File: config.mk
export PLATFORM = sky130hd
export DESIGN_NAME = ram_write_stream_mux
export DESIGN_NICKNAME = d
export VERILOG_FILES = /design/src/rtl/ram_write_stream_mux.sv
export SDC_FILE = /design/constraint.sdc
export NUM_CORES = 1
export LEC_CHECK = 0
export ABC_AREA = 1
export CORE_AREA = 2 2 123 89
export CTS_BUF_LIST = sky130_fd_sc_hd__clkbuf_16
export DETAILED_ROUTE_END_ITERATION = 8
export DIE_AREA = 0 0 125 91
export PLACE_DENSITY = 0.8
export SLEW_MARGIN = 20
export SYNTH_ARGS = -nofsm -noshare
export SYNTH_HDL_FRONTEND = slang
export SYNTH_SLANG_ARGS = --single-unit
File: constraint.sdc
create_clock -name clk -period 3.2 [get_ports clk]
set_input_delay 0.96 -clock clk [delete_from_list [all_inputs] [get_ports clk]]
set_output_delay 0.96 -clock clk [all_outputs]
set_load 0.01 [all_outputs]
File: src/rtl/ram_write_stream_mux.sv
// Registered, flow-controlled burst writer: streams one of N_SRC source channels
// into a RAM write port with generated addresses, length control and status pulses.
module ram_write_stream_mux #(
    parameter int DATA_W = 8,
    parameter int ADDR_W = 16,
    parameter int N_SRC  = 4,
    parameter int SEL_W  = 2
) (
    input  logic                    clk,
    input  logic                    rst,
    input  logic                    start,
    input  logic                    abort,
    input  logic [SEL_W-1:0]        mode,
    input  logic [ADDR_W-1:0]       base_addr,
    input  logic [ADDR_W-1:0]       length,
    input  logic [N_SRC*DATA_W-1:0] src_data,
    input  logic [N_SRC-1:0]        src_valid,
    output logic [N_SRC-1:0]        src_ready,
    output logic                    ram_we,
    output logic [ADDR_W-1:0]       ram_addr,
    output logic [DATA_W-1:0]       ram_data,
    output logic                    busy,
    output logic                    done,
    output logic                    err
);
    typedef enum logic [1:0] {S_IDLE = 2'd0, S_RUN = 2'd1, S_DONE = 2'd2} state_t;

    localparam logic [SEL_W:0] N_SRC_L = (SEL_W+1)'(N_SRC);

    state_t              state_q, state_d;
    logic [SEL_W-1:0]    mode_q, mode_d;
    logic [ADDR_W-1:0]   base_q, base_d;
    logic [ADDR_W-1:0]   len_q, len_d;
    logic [ADDR_W-1:0]   count_q, count_d;
    logic                ram_we_q, ram_we_d;
    logic [ADDR_W-1:0]   ram_addr_q, ram_addr_d;
    logic [DATA_W-1:0]   ram_data_q, ram_data_d;
    logic                err_q, err_d;

    logic [DATA_W-1:0]   sel_data_s;
    logic                sel_valid_s;
    logic                accept_s;
    logic [N_SRC-1:0]    ready_s;

    // Route the latched channel's valid/data and raise only its ready while running.
    always_comb begin
        sel_data_s  = '0;
        sel_valid_s = 1'b0;
        ready_s     = '0;
        for (int i = 0; i < N_SRC; i++) begin
            if (mode_q == SEL_W'(i)) begin
                sel_data_s  = src_data[i*DATA_W +: DATA_W];
                sel_valid_s = src_valid[i];
                ready_s[i]  = (state_q == S_RUN);
            end else begin
                ready_s[i]  = 1'b0;
            end
        end
        accept_s = sel_valid_s && (state_q == S_RUN);
    end

    // Next-state, burst bookkeeping and next values of the registered RAM port.
    always_comb begin
        state_d    = state_q;
        mode_d     = mode_q;
        base_d     = base_q;
        len_d      = len_q;
        count_d    = count_q;
        err_d      = 1'b0;
        ram_we_d   = accept_s;
        ram_addr_d = ram_addr_q;
        ram_data_d = ram_data_q;
        if (accept_s) begin
            ram_addr_d = base_q + count_q;
            ram_data_d = sel_data_s;
        end else begin
            ram_addr_d = ram_addr_q;
            ram_data_d = ram_data_q;
        end
        case (state_q)
            S_IDLE: begin
                if (start) begin
                    if ({1'b0, mode} >= N_SRC_L) begin
                        err_d = 1'b1;
                    end else if (length == '0) begin
                        state_d = S_DONE;
                    end else begin
                        state_d = S_RUN;
                        mode_d  = mode;
                        base_d  = base_addr;
                        len_d   = length;
                        count_d = '0;
                    end
                end else begin
                    state_d = S_IDLE;
                end
            end
            S_RUN: begin
                if (accept_s) begin
                    count_d = count_q + ADDR_W'(1);
                end else begin
                    count_d = count_q;
                end
                // Abort wins over completion; an accepted word is still written.
                if (abort) begin
                    state_d = S_IDLE;
                end else if (accept_s && (count_q == len_q - ADDR_W'(1))) begin
                    state_d = S_DONE;
                end else begin
                    state_d = S_RUN;
                end
            end
            S_DONE: begin
                state_d = S_IDLE;
            end
            default: begin
                state_d = S_IDLE;
            end
        endcase
    end

    // State and datapath registers, cleared asynchronously.
    always_ff @(posedge clk or posedge rst) begin
        if (rst) begin
            state_q    <= S_IDLE;
            mode_q     <= '0;
            base_q     <= '0;
            len_q      <= '0;
            count_q    <= '0;
            ram_we_q   <= 1'b0;
            ram_addr_q <= '0;
            ram_data_q <= '0;
            err_q      <= 1'b0;
        end else begin
            state_q    <= state_d;
            mode_q     <= mode_d;
            base_q     <= base_d;
            len_q      <= len_d;
            count_q    <= count_d;
            ram_we_q   <= ram_we_d;
            ram_addr_q <= ram_addr_d;
            ram_data_q <= ram_data_d;
            err_q      <= err_d;
        end
    end

    assign src_ready = ready_s;
    assign ram_we    = ram_we_q;
    assign ram_addr  = ram_addr_q;
    assign ram_data  = ram_data_q;
    assign busy      = (state_q == S_RUN);
    assign done      = (state_q == S_DONE);
    assign err       = err_q;

endmodule
; ---- Word level (Yosys, flattened, before mapping)
; Cells that the tools add are included.
[totals]
reg_bits = 77
wordCells = 50
[op_classes]
n_addsub = 3
eq_ne = 9
n_mux = 21
bitwise_logic = 1
reduce_logical = 8
[ops]
columns = cell, n
row1 = $mux 16, 3
row2 = $mux 8, 4
row3 = $pmux 16 s2, 1
row4 = $add 16x1->16 const B, 1
row5 = $add 16x16->16, 1
row6 = $eq 16x16->1, 1
row7 = $logic_not 16->1, 1
row8 = $sub 16x1->16 const B, 1
row9 = $mux 1, 8
row10 = $mux 2, 4
row11 = $eq 2x2->1 const B, 3
row12 = $eq 2x1->1 const B, 2
row13 = $logic_not 2->1, 2
row14 = $ne 2x2->1 const B, 2
row15 = $pmux 2 s2, 1
row16 = $reduce_and 4->1, 1
row17 = $reduce_and 3->1, 1
row18 = $logic_and 1x1->1, 2
row19 = $ne 2x1->1 const B, 1
row20 = $reduce_bool 2->1, 1
row21 = $not 1->1, 1

; ---- Longest topological paths before layout
[depth]
depth_word = 10
depth_mapped = 14
ltp_nobuf = 13

; ---- Worst setup path after synthesis
; Ideal clock, no wire load.
[synth_timing]
kind = register to register
start = register count_q[0]
end = register ram_addr_q[10] (netlist: ram_addr[10])
arrival_time_ns = 2.072
slack_ns = 1.010
stages_incl_launch_ff = 12
cell_sequence = dfrtp_1 > ha_1 > inv_1 > fa_1 > o21ai_0 > a21boi_0 > o21ai_0 > nand2_1 > nand2_1 > nand2_1 > nand3_1 > nand2_1
[synth_between]
elab_chain_len = 1
[synth_rtl]
columns = item, line_no
row1 = "start, declared", 34  ; logic [ADDR_W-1:0] count_q, count_d;
row2 = "start signal, assigned", 139  ; count_q <= count_d;
row3 = $add 16x16->16, 74  ; ram_addr_d = base_q + count_q;
row4 = "end signal, assigned", 141  ; ram_addr_q <= ram_addr_d;
row5 = "end, declared", 36  ; logic [ADDR_W-1:0] ram_addr_q, ram_addr_d;
; Every way passes these cells.
; A chain may end at the register's enable or synchronous reset.

; ---- Final worst setup path
[layout_timing]
start = register mode_q[0]
end = output src_ready[1]
[layout_between]
elab_chain_len = 2
[layout_rtl]
columns = item, line_no
row1 = "start, declared", 31  ; logic [SEL_W-1:0] mode_q, mode_d;
row2 = "start signal, assigned", 136  ; mode_q <= mode_d;
row3 = $eq 2x1->1, 51  ; if (mode_q == SEL_W'(i)) begin
row4 = $mux 1, 51
row5 = "end, declared", 18  ; output logic [N_SRC-1:0] src_ready,
; Every way passes these cells.

==> impl_summary.log <==
[metrics] status: complete, no violations
[metrics] cell count of the worst hold path: 2
[metrics] fraction of synthesis flops using an asynchronous set or reset pin: 1.000
[metrics] crit path setup slack, layout: 0.2351 ns
[metrics] logic depth of the worst setup path including buffers: 3
[metrics] main combinational cell family by area after synthesis: simple AND/OR/NAND/NOR gates
[metrics] Sink Count: 77
[metrics] Yosys reg bits: 77
[metrics] adder-cell area share of the yosys netlist: 0.04473
[metrics] worst voltage drop across the vdd grid: 517.4 uV
[metrics] Starting Density: 0.5119
[metrics] critical-path cell list: inv_1 > nor3_1 > clkdlybuf4s50_1
[metrics] Total Power Consumption: around 5.6 mW
[metrics] buffer count from post-CTS setup fixing: 0
[metrics] maximum number of pins on one net before global-route repair: 38
[metrics] FP Rows: 31
[metrics] Place WS: 0.2553 ns
[metrics] Horiz. Die Dim: 125 um
[metrics] Root Buffer: clkbuf_16
[metrics] Post-Synthesis Cells: between 700 and 800
[metrics] critical path buffer and inverter count: 2
[metrics] Max stage delay on crit path: 0.68 ns
[metrics] basic-gate share of the synthesized area counting and, or, nand and nor cells: 0.3482
[metrics] setup violators final: 0
[metrics] Max Fanout on Critical Path: 15
[metrics] combined area of all synthesized cells: 0.005202 mm2
[metrics] Post-layout nets: around 950
[metrics] transition at the pin with the smallest max-transition slack: 0.6052 ns
[metrics] required time of the worst setup path: approximately 2.2 ns
[metrics] count of flip-flops with a built-in enable after synthesis: 0
[metrics] fraction of the cycle the final worst path needs: 0.9265
[metrics] number of CTS-inserted buffers: 9
[metrics] count of pins on the block boundary: 106
[metrics] WP data arrival: 2.00 ns
[metrics] Bufs on Longest Clock Path: 2
[metrics] count of routing violations after the opening detailed-route iteration: 396
[metrics] worst max-slew margin expressed relative to the limit: 0.5928
[metrics] floorplan die height: 91 um
[metrics] path class of the lowest-slack min-delay path: reg2reg
[metrics] final worst path period need: 2.965 ns
[metrics] multiplexer share of the synthesized area: 0
[metrics] library cell occupying the most area in the post-synthesis netlist: dfrtp_1
[metrics] total DRC errors in the routed layout: 0
[metrics] Detailed Route WL: 14,960 um
[metrics] First-pass DRT Iterations: 5
[metrics] number of cells on the worst reg-to-reg path: 12
[metrics] post-synthesis to final-layout area growth: 28.50%
[metrics] routability-driven placement congestion ratio: 0.9308
[metrics] number of warnings issued by yosys: 0
[metrics] setup repair after global routing missed its margin: false
[metrics] wire length per cell after detailed routing: 14.98 um
[metrics] count of final hold-check violations: 0
[metrics] crit start category: flop
[metrics] clock tree from TritonCTS: done
[metrics] Port Buffers: 104
[metrics] total count of max-transition violations in the final report: 0
[metrics] H-tree lvl count: 3
[metrics] endpoint class of the critical path: output port
[metrics] nets in the synthesized netlist: 849
[metrics] fillcell total: 896
[metrics] number of library cell types mapped by synthesis: 40
[metrics] max-cap violations: 0
[metrics] leakage power of the design: between 3 and 4 nW
[metrics] share of final-layout standard cells stronger than drive strength 1: 0.05421
[metrics] number of vias in the routed layout: 5,416
[metrics] dominant synthesized flop cell: dfrtp_1
[metrics] Core Area: 0.01016 mm2
[metrics] post-cts sizing count: 0
[metrics] global-route wire length before repair: 24,800 um
[metrics] Antenna diodes: 0
[metrics] start-to-end type of the worst setup path: reg2out
[metrics] Congestion Overflow GR: 0
[metrics] fraction of post-synthesis cell area in the top cell type by area: 0.3704
[metrics] kind of cell adding the most delay to the critical path: buffers and inverters
[metrics] post-route setup TNS: 0 ns
[metrics] share of the synthesized netlist area taken by xor and xnor gates: 0.03367
[metrics] hpwl dp: 11,580 um
[metrics] all-layer global routing usage: 0.2695
[metrics] worst-case clock skew: 0.01021 ns
[metrics] number of vias per cell after detailed routing: 5.421
[metrics] number of global-route vias before repair: 5,165
[metrics] Highest Clock Rate: 337.3 MHz
[metrics] Pwr per Cell Area: roughly 840 mW/mm2
[metrics] count of hold buffers inserted by post-cts repair: 0
[metrics] clock edge transition at the registers on the reported setup and hold paths: 0.06 ns
[metrics] most area-consuming cells after synthesis: dfrtp_1, nand2_1, nand3_1
[metrics] portion of the post-synthesis area used by sequential elements: 0.3704
[metrics] mean cell area of the mapped netlist: 6.873 um2
[metrics] antenna violations before repair: 0
[metrics] slowest library cell on the worst path: dfrtp_1
[metrics] compound-gate portion of the synthesized area: 0.1087
[metrics] floorplan die area: ~0.011 mm2
[metrics] post-route antenna net violation count: 0
[metrics] clock insertion delay at the later pin of the skew report: 0.34 ns
## power breakdown
group          leakage, nW  switching, mW  internal, mW
registers            0.978          0.335          1.35
clock network        0.143          0.417         0.599
logic                 2.16           1.76          1.15
## layout by cell type, fill, tap and decap left out, drive strengths merged
| master | count |
|---|---|
| nor3 | 9 |
| nand3 | 76 |
| nor4 | 3 |
| nand4 | 21 |
| a221oi | 4 |
| xnor2 | 12 |
| o21ai | 56 |
| clkinvlp | 2 |
| clkbuf | 9 |
| clkdlybuf4s50 | 104 |
| o21bai | 1 |
| or2 | 3 |
| a21boi | 2 |
| a31oi | 4 |
| dfrtp | 77 |
| a21oi | 24 |
| nand2 | 249 |
| ha | 17 |
| and3 | 1 |
| buf | 13 |
| a31o | 3 |
| nor2 | 63 |
| fa | 1 |
| xor2 | 8 |
| nand3b | 1 |
| bufinv | 1 |
| o31ai | 5 |
| o21a | 1 |
| clkinv | 4 |
| conb | 1 |
| inv | 92 |
## final timing paths
kind	slack [ns]	start	to
setup / recovery	0.24	mode_q[0]	src_ready[1]
hold / removal	0.48	base_q[5]	base_q[5]
setup reg to reg	0.57	count_q[0]	ram_addr[10]
max in group asynchronous	1.67	rst	base_q[12]
min in group asynchronous	0.95	rst	count_q[9]
hold reg to reg	0.48	base_q[5]	base_q[5]
## cell usage after synthesis, types with 3 or more instances
cell type	n
a21oi_1	24
ha_1	17
o31ai_1	5
o21ai_0	55
nand2_1	246
nand4_1	21
inv_1	87
nor3_1	9
buf_2	8
a31oi_1	4
a221oi_1	4
a31o_2	3
xor2_1	8
dfrtp_1	77
nand3_1	76
nor4_1	3
inv_2	3
buf_6	3
xnor2_1	12
or2_2	3
clkbuf_1	6
nor2_1	59
## logic make-up (layout without fill, tap and decap cells)
family / count (synthesis) / count (layout)
other: 1 / 1
AO/OA/AOI/OAI: 100 / 100
AND/OR/NAND/NOR: 426 / 426
flip-flops: 77 / 77
XOR/XNOR: 20 / 20
adder cells (fa/ha/maj): 18 / 18
buffers and inverters: 115 / 225
## cell type report
class,count,area (um2),area share
clock buffers,9,225.2,0.03369
multi-input cells,565,2789,0.4172
repair buffers,117,1164,0.1741
inverters,92,347.8,0.05203
flip-flops and latches,77,1927,0.2882
clock inverters,7,67.56,0.01011
well taps,132,165.2,0.02471
## state kept, by name, indices dropped and copies added (netlist names)
signal and flops:
state_q 2, base_q 16, ram_we 1, count_q 16, len_q 16, ram_addr 16, ram_data 8, mode_q 2
## tightest hold or removal path, stage by stage (launching register included)
cell,delay (ns)
dfrtp_1,0.35
nand2_1,0.05
nand2_1,0.05
## routing by layer
metal  routed length (um)  GRT usage
met3                 1371    0.06246
met5                    0          0
met1                 6713     0.3739
met2                 6535     0.4144
met4                  342    0.09630
## stage by stage
stage | utilization | cell area [um2] | cells | hold WS (ns)
4_1_cts | 0.6578 | 6685 | 999 | 0.4843
3_3_place_gp | 0.6290 | 6392 | 983 | 0.4577
3_5_place_dp | 0.6290 | 6392 | 983 | 0.4626
5_1_grt | 0.6578 | 6685 | 999 | 0.5071
2_1_floorplan | - | 5202 | 757 | 0.4482
6_report | 0.6578 | 6685 | 999 | 0.4797
No activity file was read; power rests on OpenSTA's default activity.
